File: config.mk
export PLATFORM = sky130hd
export DESIGN_NAME = ascon_hash_ctrl
export DESIGN_NICKNAME = d
export VERILOG_FILES = /design/src/rtl/ascon_pkg.sv /design/src/rtl/ascon_pad.sv /design/src/rtl/ascon_hash_ctrl.sv
export SDC_FILE = /design/constraint.sdc
export NUM_CORES = 1
export LEC_CHECK = 0
export ABC_AREA = 1
export BUFFER_PORTS_ARGS = -buffer_cell sky130_fd_sc_hd__buf_4
export CAP_MARGIN = 20
export CORE_UTILIZATION = 35
export DETAILED_ROUTE_END_ITERATION = 12
export PLACE_DENSITY = 0.88
export RECOVER_POWER = 50
export SLEW_MARGIN = 20
export SYNTH_ARGS = -nofsm -noshare
export SYNTH_HDL_FRONTEND = slang
export SYNTH_SLANG_ARGS = --single-unit
File: constraint.sdc
create_clock -name clk -period 2.4 [get_ports clk]
set_input_delay 0.12 -clock clk [delete_from_list [all_inputs] [get_ports clk]]
set_output_delay 0.12 -clock clk [all_outputs]
set_load 0.02 [all_outputs]
File: src/rtl/ascon_pkg.sv
// Shared types and constants for the Ascon-Hash controller.
// The pad byte and lane count follow Ascon v1.2 (64-bit rate, 256-bit digest).
package ascon_pkg;

  typedef enum logic [2:0] {
    ST_IDLE,
    ST_INIT,
    ST_PSTART,
    ST_WAIT,
    ST_ABSORB,
    ST_PAD,
    ST_SQUEEZE,
    ST_DONE
  } state_t;

  typedef enum logic {
    PH_ABS = 1'b0,
    PH_SQZ = 1'b1
  } phase_t;

  localparam logic [7:0] ASCON_PAD_BYTE   = 8'h80;
  localparam int         ASCON_TAG_LANES  = 4;
  localparam logic [3:0] ASCON_LANE_BYTES = 4'd8;

  // Byte counts above a full lane are treated as a full lane.
  function automatic logic [3:0] sat_bytes(input logic [3:0] n);
    return (n > ASCON_LANE_BYTES) ? ASCON_LANE_BYTES : n;
  endfunction

endpackage

File: src/rtl/ascon_pad.sv
// Combinational Ascon v1.2 padding of the final message block.
// Byte 0 sits in the top byte; a full final block passes through untouched.
module ascon_pad
  import ascon_pkg::*;
#(
  parameter int BW = 64
) (
  input  logic [BW-1:0] msg_data,
  input  logic          msg_last,
  input  logic [3:0]    msg_bytes,
  output logic [BW-1:0] dp_block
);

  logic [3:0] n_bytes;
  assign n_bytes = sat_bytes(msg_bytes);

  always_comb begin
    dp_block = msg_data;
    if (msg_last) begin
      for (int i = 0; i < BW / 8; i++) begin
        if (i == int'(n_bytes)) begin
          dp_block[BW-1-8*i -: 8] = ASCON_PAD_BYTE;
        end else if (i > int'(n_bytes)) begin
          dp_block[BW-1-8*i -: 8] = 8'h00;
        end
      end
    end
  end

endmodule

File: src/rtl/ascon_hash_ctrl.sv
// Sequences the Ascon-Hash datapath: IV load, absorb with padding, squeeze of four tag lanes.
// Strobes are decoded from the state; only the absorb strobe/block also follow the handshake.
module ascon_hash_ctrl
  import ascon_pkg::*;
#(
  parameter int BW = 64
) (
  input  logic          clk,
  input  logic          rst,
  input  logic          start,
  input  logic          msg_valid,
  output logic          msg_ready,
  input  logic [BW-1:0] msg_data,
  input  logic          msg_last,
  input  logic [3:0]    msg_bytes,
  output logic          dp_init,
  output logic          dp_absorb,
  output logic [BW-1:0] dp_block,
  output logic          perm_start,
  input  logic          perm_done,
  output logic          tag_we,
  output logic [1:0]    tag_sel,
  output logic          busy,
  output logic          hash_done
);

  state_t     state_q, state_d;
  phase_t     ph_q, ph_d;
  logic [1:0] sq_q, sq_d;

  logic          hs;
  logic          last_full;
  logic [BW-1:0] pad_blk;

  ascon_pad #(.BW(BW)) u_pad (
    .msg_data  (msg_data),
    .msg_last  (msg_last),
    .msg_bytes (msg_bytes),
    .dp_block  (pad_blk)
  );

  assign hs        = msg_valid && (state_q == ST_ABSORB);
  assign last_full = (sat_bytes(msg_bytes) == ASCON_LANE_BYTES);

  always_comb begin
    state_d = state_q;
    ph_d    = ph_q;
    sq_d    = sq_q;
    case (state_q)
      ST_IDLE: begin
        if (start) state_d = ST_INIT;
      end
      ST_INIT: begin
        ph_d    = PH_ABS;
        sq_d    = 2'd0;
        state_d = ST_PSTART;
      end
      ST_PSTART: state_d = ST_WAIT;
      ST_WAIT: begin
        if (perm_done) state_d = (ph_q == PH_ABS) ? ST_ABSORB : ST_SQUEEZE;
      end
      ST_ABSORB: begin
        if (hs) begin
          if (!msg_last) begin
            state_d = ST_PSTART;
          end else if (last_full) begin
            // A full final block still needs a separate lone pad byte.
            state_d = ST_PAD;
          end else begin
            ph_d    = PH_SQZ;
            state_d = ST_PSTART;
          end
        end
      end
      ST_PAD: begin
        ph_d    = PH_SQZ;
        state_d = ST_PSTART;
      end
      ST_SQUEEZE: begin
        if (sq_q == 2'(ASCON_TAG_LANES - 1)) begin
          state_d = ST_DONE;
        end else begin
          sq_d    = sq_q + 2'd1;
          state_d = ST_PSTART;
        end
      end
      ST_DONE: state_d = ST_IDLE;
      default: state_d = ST_IDLE;
    endcase
  end

  always_ff @(posedge clk) begin
    if (rst) begin
      state_q <= ST_IDLE;
      ph_q    <= PH_ABS;
      sq_q    <= 2'd0;
    end else begin
      state_q <= state_d;
      ph_q    <= ph_d;
      sq_q    <= sq_d;
    end
  end

  assign msg_ready  = (state_q == ST_ABSORB);
  assign dp_init    = (state_q == ST_INIT);
  assign dp_absorb  = hs || (state_q == ST_PAD);
  assign perm_start = (state_q == ST_PSTART);
  assign tag_we     = (state_q == ST_SQUEEZE);
  assign tag_sel    = (state_q == ST_SQUEEZE) ? sq_q : 2'd0;
  assign busy       = (state_q != ST_IDLE);
  assign hash_done  = (state_q == ST_DONE);

  always_comb begin
    dp_block = '0;
    if (hs) begin
      dp_block = pad_blk;
    end else if (state_q == ST_PAD) begin
      dp_block = {ASCON_PAD_BYTE, {(BW - 8){1'b0}}};
    end
  end

endmodule
* Word level (Yosys, flattened, before mapping)
Index checks and enable logic that the tools add are counted.
** Word-level totals
- Output and inout port bits :: 73
- Bits of input ports :: 74
- Flip-flop bits (word level) :: 6
** Cells by class
- Magnitude comparators :: 8
- Mux-type cells :: 34
- Reduce and logical (&&, ||, !) cells :: 11
- Eq/ne operators :: 22
- Add/sub/neg operators :: 1
** Operators with widths (number)
- $mux 64 :: 3
- $mux 8 :: 15
- $pmux 3 s7 :: 1
- $mux 3 :: 6
- $eq 4x4->1 const A :: 4
- $gt 3x4->1 const A :: 4
- $eq 3x3->1 const B :: 4
- $eq 3x4->1 const A :: 2
- $gt 2x4->1 const A :: 2
- $ne 2x2->1 const B :: 4
- $eq 3x2->1 const B :: 2
- $mux 2 :: 3
- $reduce_bool 3->1 :: 2
- $eq 2x4->1 const A :: 1
- $eq 4x4->1 const B :: 1
- $gt 1x4->1 const A :: 1
- $gt 4x4->1 const B :: 1
- $logic_not 4->1 :: 1
- $mux 4 :: 1
- $ne 2x1->1 const B :: 2
- $pmux 2 s2 :: 1
- $reduce_and 4->1 :: 1
- $eq 3x1->1 const B :: 1
- $logic_not 3->1 :: 1
- 10 further kinds :: 12

* Depth between registers and ports, before layout
Gate-level depths: netlist of run 1.
- Word-level depth :: 7
- Gate-level depth with buffers :: 8
- Gate-level depth less buffers :: 8

* Cells and area by module
Synthesis of run 1 repeated with hierarchy kept, for this count alone.
** Unflattened totals
- Cell total of the unflattened synthesis :: 368
- Area, all modules :: 1910.6 um2
** Modules (own cells, without submodules)
- ascon_hash_ctrl :: cells an instance 209, seq. area each 120.1 um2, area each 1266.2 um2, times used 1
- ascon_pad :: cells an instance 159, seq. area each 0.0 um2, area each 644.4 um2, times used 1

* Worst setup path before layout of run 1
OpenSTA, ideal clock, no wires.
- Path type :: reg2out
- Start :: reg state_q[1]
- End :: out dp_block[55]
- Buffers on the path :: 0
- Arrival :: 1.383 ns
- Slack :: 0.897 ns
- Stages on the path, launching flop included :: 6
- Path through :: dfxtp_1 -> nor2_4 -> nand2_4 -> nor2_8 -> inv_1 -> nor3_1
** Between the ends
- Cells in the longest elaborated chain, start to end :: 3
** Ends and longest elaborated chain
- start, declared :: RTL line ascon_hash_ctrl.sv:27 : state_t state_q, state_d;
- start signal, assigned :: RTL line ascon_hash_ctrl.sv:98 : state_q <= state_d;
- $eq 3x3->1 :: RTL line ascon_hash_ctrl.sv:42 : assign hs = msg_valid && (state_q == ST_ABSORB);
- $logic_and 1x1->1 :: RTL line ascon_hash_ctrl.sv:42
- $mux 64 :: RTL line ascon_hash_ctrl.sv:115 : if (hs) begin
- end, declared :: RTL line ascon_hash_ctrl.sv:18 : output logic [BW-1:0] dp_block,
Every way passes these cells.

* Worst setup path after layout of run 1
- Start :: reg state_q[1]
- End :: out dp_block[42]
The elaborated chain is that of the path after synthesis.

==> results_dict.tcl, run 1 <==
set metrics [dict create \
    wl_mm 4.82 \
    via_count_of_the_first_global_routing_pass 1584 \
    synth_cells 233 \
    p_per_area_mw_per_mm2 217 \
    report.power.total_mw 0.464 \
    sequential_area_share_after_synthesis_pct 10.6 \
    grt_antenna_before_repair 0 \
    tightestPinTransition_ns 0.441 \
    cts_post_setup_buffers_inserted 0 \
    place_worst_setup_slack_ns 0.623 \
    avgViaCountPerCell 4.31 \
    gr-usage-all-layers_pct 26.4 \
    final_period_minus_worst_setup_slack_ns 2.07 \
    globalRouteOverflowTotal 0 \
    final_layout_size_suffix_gt1_share_pct 33.4 \
    netlist.area_leader.share_pct 24.2 \
    timing.hold.ws_ns 0.0590 \
    drtAntennaViolNets 0 \
    hold_class "in -> reg" \
    run_status "completed" \
    die-area_mm2 0.00347 \
    clk_latency_worst_skew_pair_ns 0.24 \
    nNetsFinal 454 \
    place.gp.congestion 0.902 \
    ys_ff_latch 6 \
    cts-hold-fix-buffers 0 \
    leakage_nw 1.30 \
    chipWidth_um 58.9 \
    clock_net_sink_count 6 \
    maxCapViolCount 0 \
    critical_path.startpoint_type "flip-flop" \
    crit_required_ns 2.28 \
    final_critical_path_setup_slack_ns 0.325 \
    postSynthAreaPerCell_um2 4.86 \
    drcViolationCount 0 \
    count_of_input_and_output_buffers 146 \
    timing.final.crit_share_pct 86.4 \
    initial_utilization_pct 37.1 \
    cts.root.buffer_cell "sky130_fd_sc_hd__clkbuf_4" \
    crit_end_category "primary output" \
    vdd_drop_max_uv 299 \
    first_pass_iters 5 \
    drt-initial-drc-count 95 \
    highest_clock_frequency_the_design_can_meet_mhz 482 \
    path_clk_slew_ns 0.04 \
    postSynthNetCount 308 \
    report.final.hold_viol_count 0 \
    finalSetupTns_ns 0 \
    critical_path_class "reg -> out" \
    diodes 0 \
    layout_common_cells "sky130_fd_sc_hd__buf_4 (115), sky130_fd_sc_hd__nor2_1 (73), sky130_fd_sc_hd__nand2_1 (54)" \
    setup_viol 0 \
    die_h_um 58.9 \
    grt_first_pass_wirelength_mm 7.14 \
    yosysWarnings 0 \
    timing_max_transition_violations_final 0 \
    grt_start_max_net_pins 35 \
    synth_cell_type_count 19 \
    worst-path-max-fanout 34 \
    yosysTopAreaCell "sky130_fd_sc_hd__nor2_1" \
    hpwl_mm 4.07 \
    num_io_pins 147 \
    tritoncts "done" \
    placementRows 20 \
    coreArea_mm2 0.00305 \
    final.setup_skew_ns 0.000384 \
    synth_top_cells_by_area "sky130_fd_sc_hd__nor2_1 (24%), sky130_fd_sc_hd__nand2_1 (18%), sky130_fd_sc_hd__inv_1 (17%), sky130_fd_sc_hd__dfxtp_1 (11%), sky130_fd_sc_hd__nand3_1 (5.3%)" \
    via_count 1816 \
    max-clock-path-buffers 2 \
    cts-resized-gates 0 \
    rsz_0062_raised_after_global_routing "no" \
    wl_per_cell_um 11.4 \
    areaGrowthSynthToFinish_pct 88.7 \
    final_common_cell "sky130_fd_sc_hd__buf_4" \
    timing.max_slew.rel_slack_pct 70.6 \
    tritoncts_buffer_count 3 \
    syn-cell-area_mm2 0.00113 \
    worstPathArrival_ns 1.95 \
    clock_tree.htree_level_count 1 \
]
## cells by family after synthesis
kind of cell | after synthesis | share of synthesized area [%]
AND/OR/NAND/NOR | 152 | 58.1
adder cells (fa/ha/maj) | 1 | 1.10
buffers and inverters | 56 | 21.2
flip-flops | 6 | 10.6
AO/OA/AOI/OAI | 18 | 8.95
## stage by stage
stage                     utilization, %  area (um2)  cells
after floorplan                        -        1130    233
after global placement              73.2        2230    418
after detailed placement            73.2        2230    418
after CTS                           73.9        2260    421
after global routing                70.0        2140    421
final                               70.0        2140    421
## power by group
part / internal [mW] / switching, mW
combinational: 0.122 / 0.123
sequential: 0.112 / 0.0164
clock: 0.0564 / 0.0343
total: 0.290 / 0.174
## metal layers
metal | share of wire [%] | GRT usage [%] | vias up
met5 | 0 | 0 | -
met2 | 49 | 47.2 | 74
li1 | - | - | 979
met1 | 41 | 30.8 | 753
met3 | 8.2 | 6.81 | 10
met4 | 2.0 | 7.48 | 0
## layout make-up
type	instances	area [um2]
inverter	51	191
multi-input combinational	171	768
fill	350	916
timing repair buffer	146	980
sequential	6	120
tap	44	55.1
clock buffer	3	22.5
## worst max-delay path, cell delays in order, from the launching register on
cell	delay, ns
sky130_fd_sc_hd__dfxtp_1	0.40
sky130_fd_sc_hd__nor2_4	0.20
sky130_fd_sc_hd__nand2_4	0.10
sky130_fd_sc_hd__nor2_8	0.37
sky130_fd_sc_hd__nand2_1	0.28
sky130_fd_sc_hd__nor2_1	0.19
sky130_fd_sc_hd__buf_4	0.17
## registers in the layout (all words and copies together), names as in the netlist
name and flops:
ph_q 1, sq_q 2, state_q 3
## final timing paths
kind | start | end | slack (ns) | cells past startpoint
setup reg to reg | state_q[2]$_SDFFE_PP0P_ | sq_q[1]$_SDFFE_PP0P_ | 0.90 | 5
hold / removal | rst | state_q[1]$_SDFFE_PP0P_ | 0.06 | 2
hold reg to reg | ph_q$_SDFFE_PP0P_ | ph_q$_SDFFE_PP0P_ | 0.46 | 2
setup / recovery | state_q[1]$_SDFFE_PP0P_ | dp_block[42] | 0.33 | 6
## cells in the mapped netlist
master	count
sky130_fd_sc_hd__buf_4	2
sky130_fd_sc_hd__o21ai_0	4
sky130_fd_sc_hd__nor3_1	3
sky130_fd_sc_hd__nor2_1	73
sky130_fd_sc_hd__a21oi_1	10
sky130_fd_sc_hd__ha_1	1
sky130_fd_sc_hd__nand3_1	12
sky130_fd_sc_hd__nor2_4	3
sky130_fd_sc_hd__dfxtp_1	6
sky130_fd_sc_hd__inv_1	51
sky130_fd_sc_hd__nor2_8	1
sky130_fd_sc_hd__buf_6	3
sky130_fd_sc_hd__nand4_1	3
sky130_fd_sc_hd__nand2_4	3
sky130_fd_sc_hd__a31oi_1	1
sky130_fd_sc_hd__o21ai_2	1
sky130_fd_sc_hd__a21oi_2	1
sky130_fd_sc_hd__o211ai_1	1
sky130_fd_sc_hd__nand2_1	54
(Power assumes the default switching activity.)
==> run 2, diff against run 1 <==
CORE_MARGIN = 2   (was default)
==> results_dict.tcl, run 2 (synthesis gave the netlist of run 1 again) <==
set metrics [dict create \
    rsz_0062_raised_after_global_routing "no" \
    via_count 1827 \
    top_register_by_number_of_flip_flops "state_q" \
    place.gp.congestion 0.884 \
    cts-hold-fix-buffers 0 \
    cts_post_setup_buffers_inserted 0 \
    leakage_nw 1.31 \
    gr-usage-all-layers_pct 23.5 \
    critical_path.startpoint_type "flip-flop" \
    chipWidth_um 60.9 \
    tritoncts "done" \
    timing.max_slew.rel_slack_pct 71.1 \
    power_frac_seq_pct 27.4 \
    clock_net_sink_count 6 \
    vdd_drop_max_uv 302 \
    die_h_um 60.9 \
    coreArea_mm2 0.00308 \
    final_layout_size_suffix_gt1_share_pct 33.7 \
    grt_start_max_net_pins 35 \
    layout_common_cells "sky130_fd_sc_hd__buf_4 (116), sky130_fd_sc_hd__nor2_1 (73), sky130_fd_sc_hd__nand2_1 (54)" \
    globalRouteOverflowTotal 0 \
    initial_utilization_pct 36.8 \
    nNetsFinal 454 \
    final.setup_skew_ns 0.000579 \
    avgViaCountPerCell 4.34 \
    largest_reg_flops 3 \
    switching_share_pct 37.8 \
    tritoncts_buffer_count 3 \
    diodes 0 \
    internal_power_mw 0.290 \
    path_clk_slew_ns 0.05 \
    tightestPinTransition_ns 0.433 \
    clock_tree.htree_level_count 1 \
    num_io_pins 147 \
    finalSetupTns_ns 0 \
    cts-resized-gates 0 \
    final_period_minus_worst_setup_slack_ns 2.05 \
    final_common_cell "sky130_fd_sc_hd__buf_4" \
    count_of_input_and_output_buffers 146 \
    max-clock-path-buffers 2 \
    crit_end_category "primary output" \
    wl_mm 4.75 \
    maxCapViolCount 0 \
    drtAntennaViolNets 0 \
    run_status "completed" \
    clock_network_power_share_pct 20.4 \
    clk_latency_worst_skew_pair_ns 0.25 \
    cts.root.buffer_cell "sky130_fd_sc_hd__clkbuf_4" \
    grt_antenna_before_repair 0 \
    timing_max_transition_violations_final 0 \
    report.final.hold_viol_count 0 \
    placementRows 20 \
    hold_class "in -> reg" \
    via_count_of_the_first_global_routing_pass 1514 \
    worst-path-max-fanout 34 \
    power.net_switching_mw 0.176 \
    grt_first_pass_wirelength_mm 6.60 \
    layout_top_registers "state_q: 3 flops, sq_q: 2 flops, ph_q: 1 flops" \
    p_per_area_mw_per_mm2 218 \
    power_frac_comb_pct 52.2 \
    first_pass_iters 4 \
    die-area_mm2 0.00371 \
    critical_path_class "reg -> out" \
    post-route-util_pct 69.6 \
    drcViolationCount 0 \
    hpwl_mm 4.15 \
    crit_required_ns 2.28 \
    timing.final.crit_share_pct 85.6 \
    wl_per_cell_um 11.3 \
    worstPathArrival_ns 1.93 \
    setup_viol 0 \
    areaGrowthSynthToFinish_pct 89.1 \
    drt-initial-drc-count 96 \
    highest_clock_frequency_the_design_can_meet_mhz 487 \
]
## run 2: cell types whose count changed in the layout (fill, tap and decap cells not counted), sizes merged
cell,change
clkbuf,-1
buf,+1
## run 2: worst max-delay path, cell delays in order, from the launching register on
cell and delay [ns]:
sky130_fd_sc_hd__dfxtp_1 0.39, sky130_fd_sc_hd__nor2_4 0.20, sky130_fd_sc_hd__nand2_4 0.10, sky130_fd_sc_hd__nor2_8 0.37, sky130_fd_sc_hd__nand2_1 0.27, sky130_fd_sc_hd__a21oi_1 0.19
sky130_fd_sc_hd__buf_4 0.16
## run 2: per-layer routing
layer / up-vias / routed length [um] / GRT usage (%) / share of wire, %
met2: 66 / 2500 / 45.8 / 53
met3: 8 / 416 / 4.69 / 8.8
met4: 0 / 74 / 8.70 / 1.6
met5: - / 0 / 0 / 0
li1: 981 / - / - / -
met1: 772 / 1760 / 24.5 / 37
## run 2: layout make-up
| class | instances | area [um2] |
|---|---|---|
| Inverter | 51 | 191 |
| Sequential cell | 6 | 120 |
| Fill cell | 326 | 937 |
| Clock buffer | 3 | 22.5 |
| Multi-Input combinational cell | 171 | 768 |
| Tap cell | 44 | 55.1 |
| Timing Repair Buffer | 146 | 983 |
## run 2: power groups by stage
stage               combinational, mW  clock (mW)  sequential, mW
detailed placement              0.253           0           0.130
floorplan                       0.124           0           0.126
finish                          0.244      0.0953           0.128
global route                    0.270       0.104           0.129
global placement                0.252           0           0.129
CTS                             0.255      0.0986           0.128
## run 2: worst paths after layout
kind | slack, ns | from | cells past startpoint | to
worst max register to register | 0.94 | state_q[2]$_SDFFE_PP0P_ | 5 | sq_q[1]$_SDFFE_PP0P_
worst max-delay path | 0.35 | state_q[1]$_SDFFE_PP0P_ | 6 | dp_block[39]
worst min register to register | 0.46 | ph_q$_SDFFE_PP0P_ | 2 | ph_q$_SDFFE_PP0P_
worst min-delay path | 0.06 | rst | 2 | state_q[1]$_SDFFE_PP0P_
## run 2: metrics by stage
step / hold WS [ns] / setup WS [ns] / cells / power (mW) / area, um2
global route: 0.0545 / 0.191 / 421 / 0.503 / 2140
CTS: 0.0533 / 0.346 / 421 / 0.481 / 2260
finish: 0.0607 / 0.346 / 421 / 0.467 / 2140
global placement: 0.309 / 0.643 / 418 / 0.380 / 2230
floorplan: 0.189 / 0.897 / 233 / 0.249 / 1130
detailed placement: 0.313 / 0.621 / 418 / 0.383 / 2230
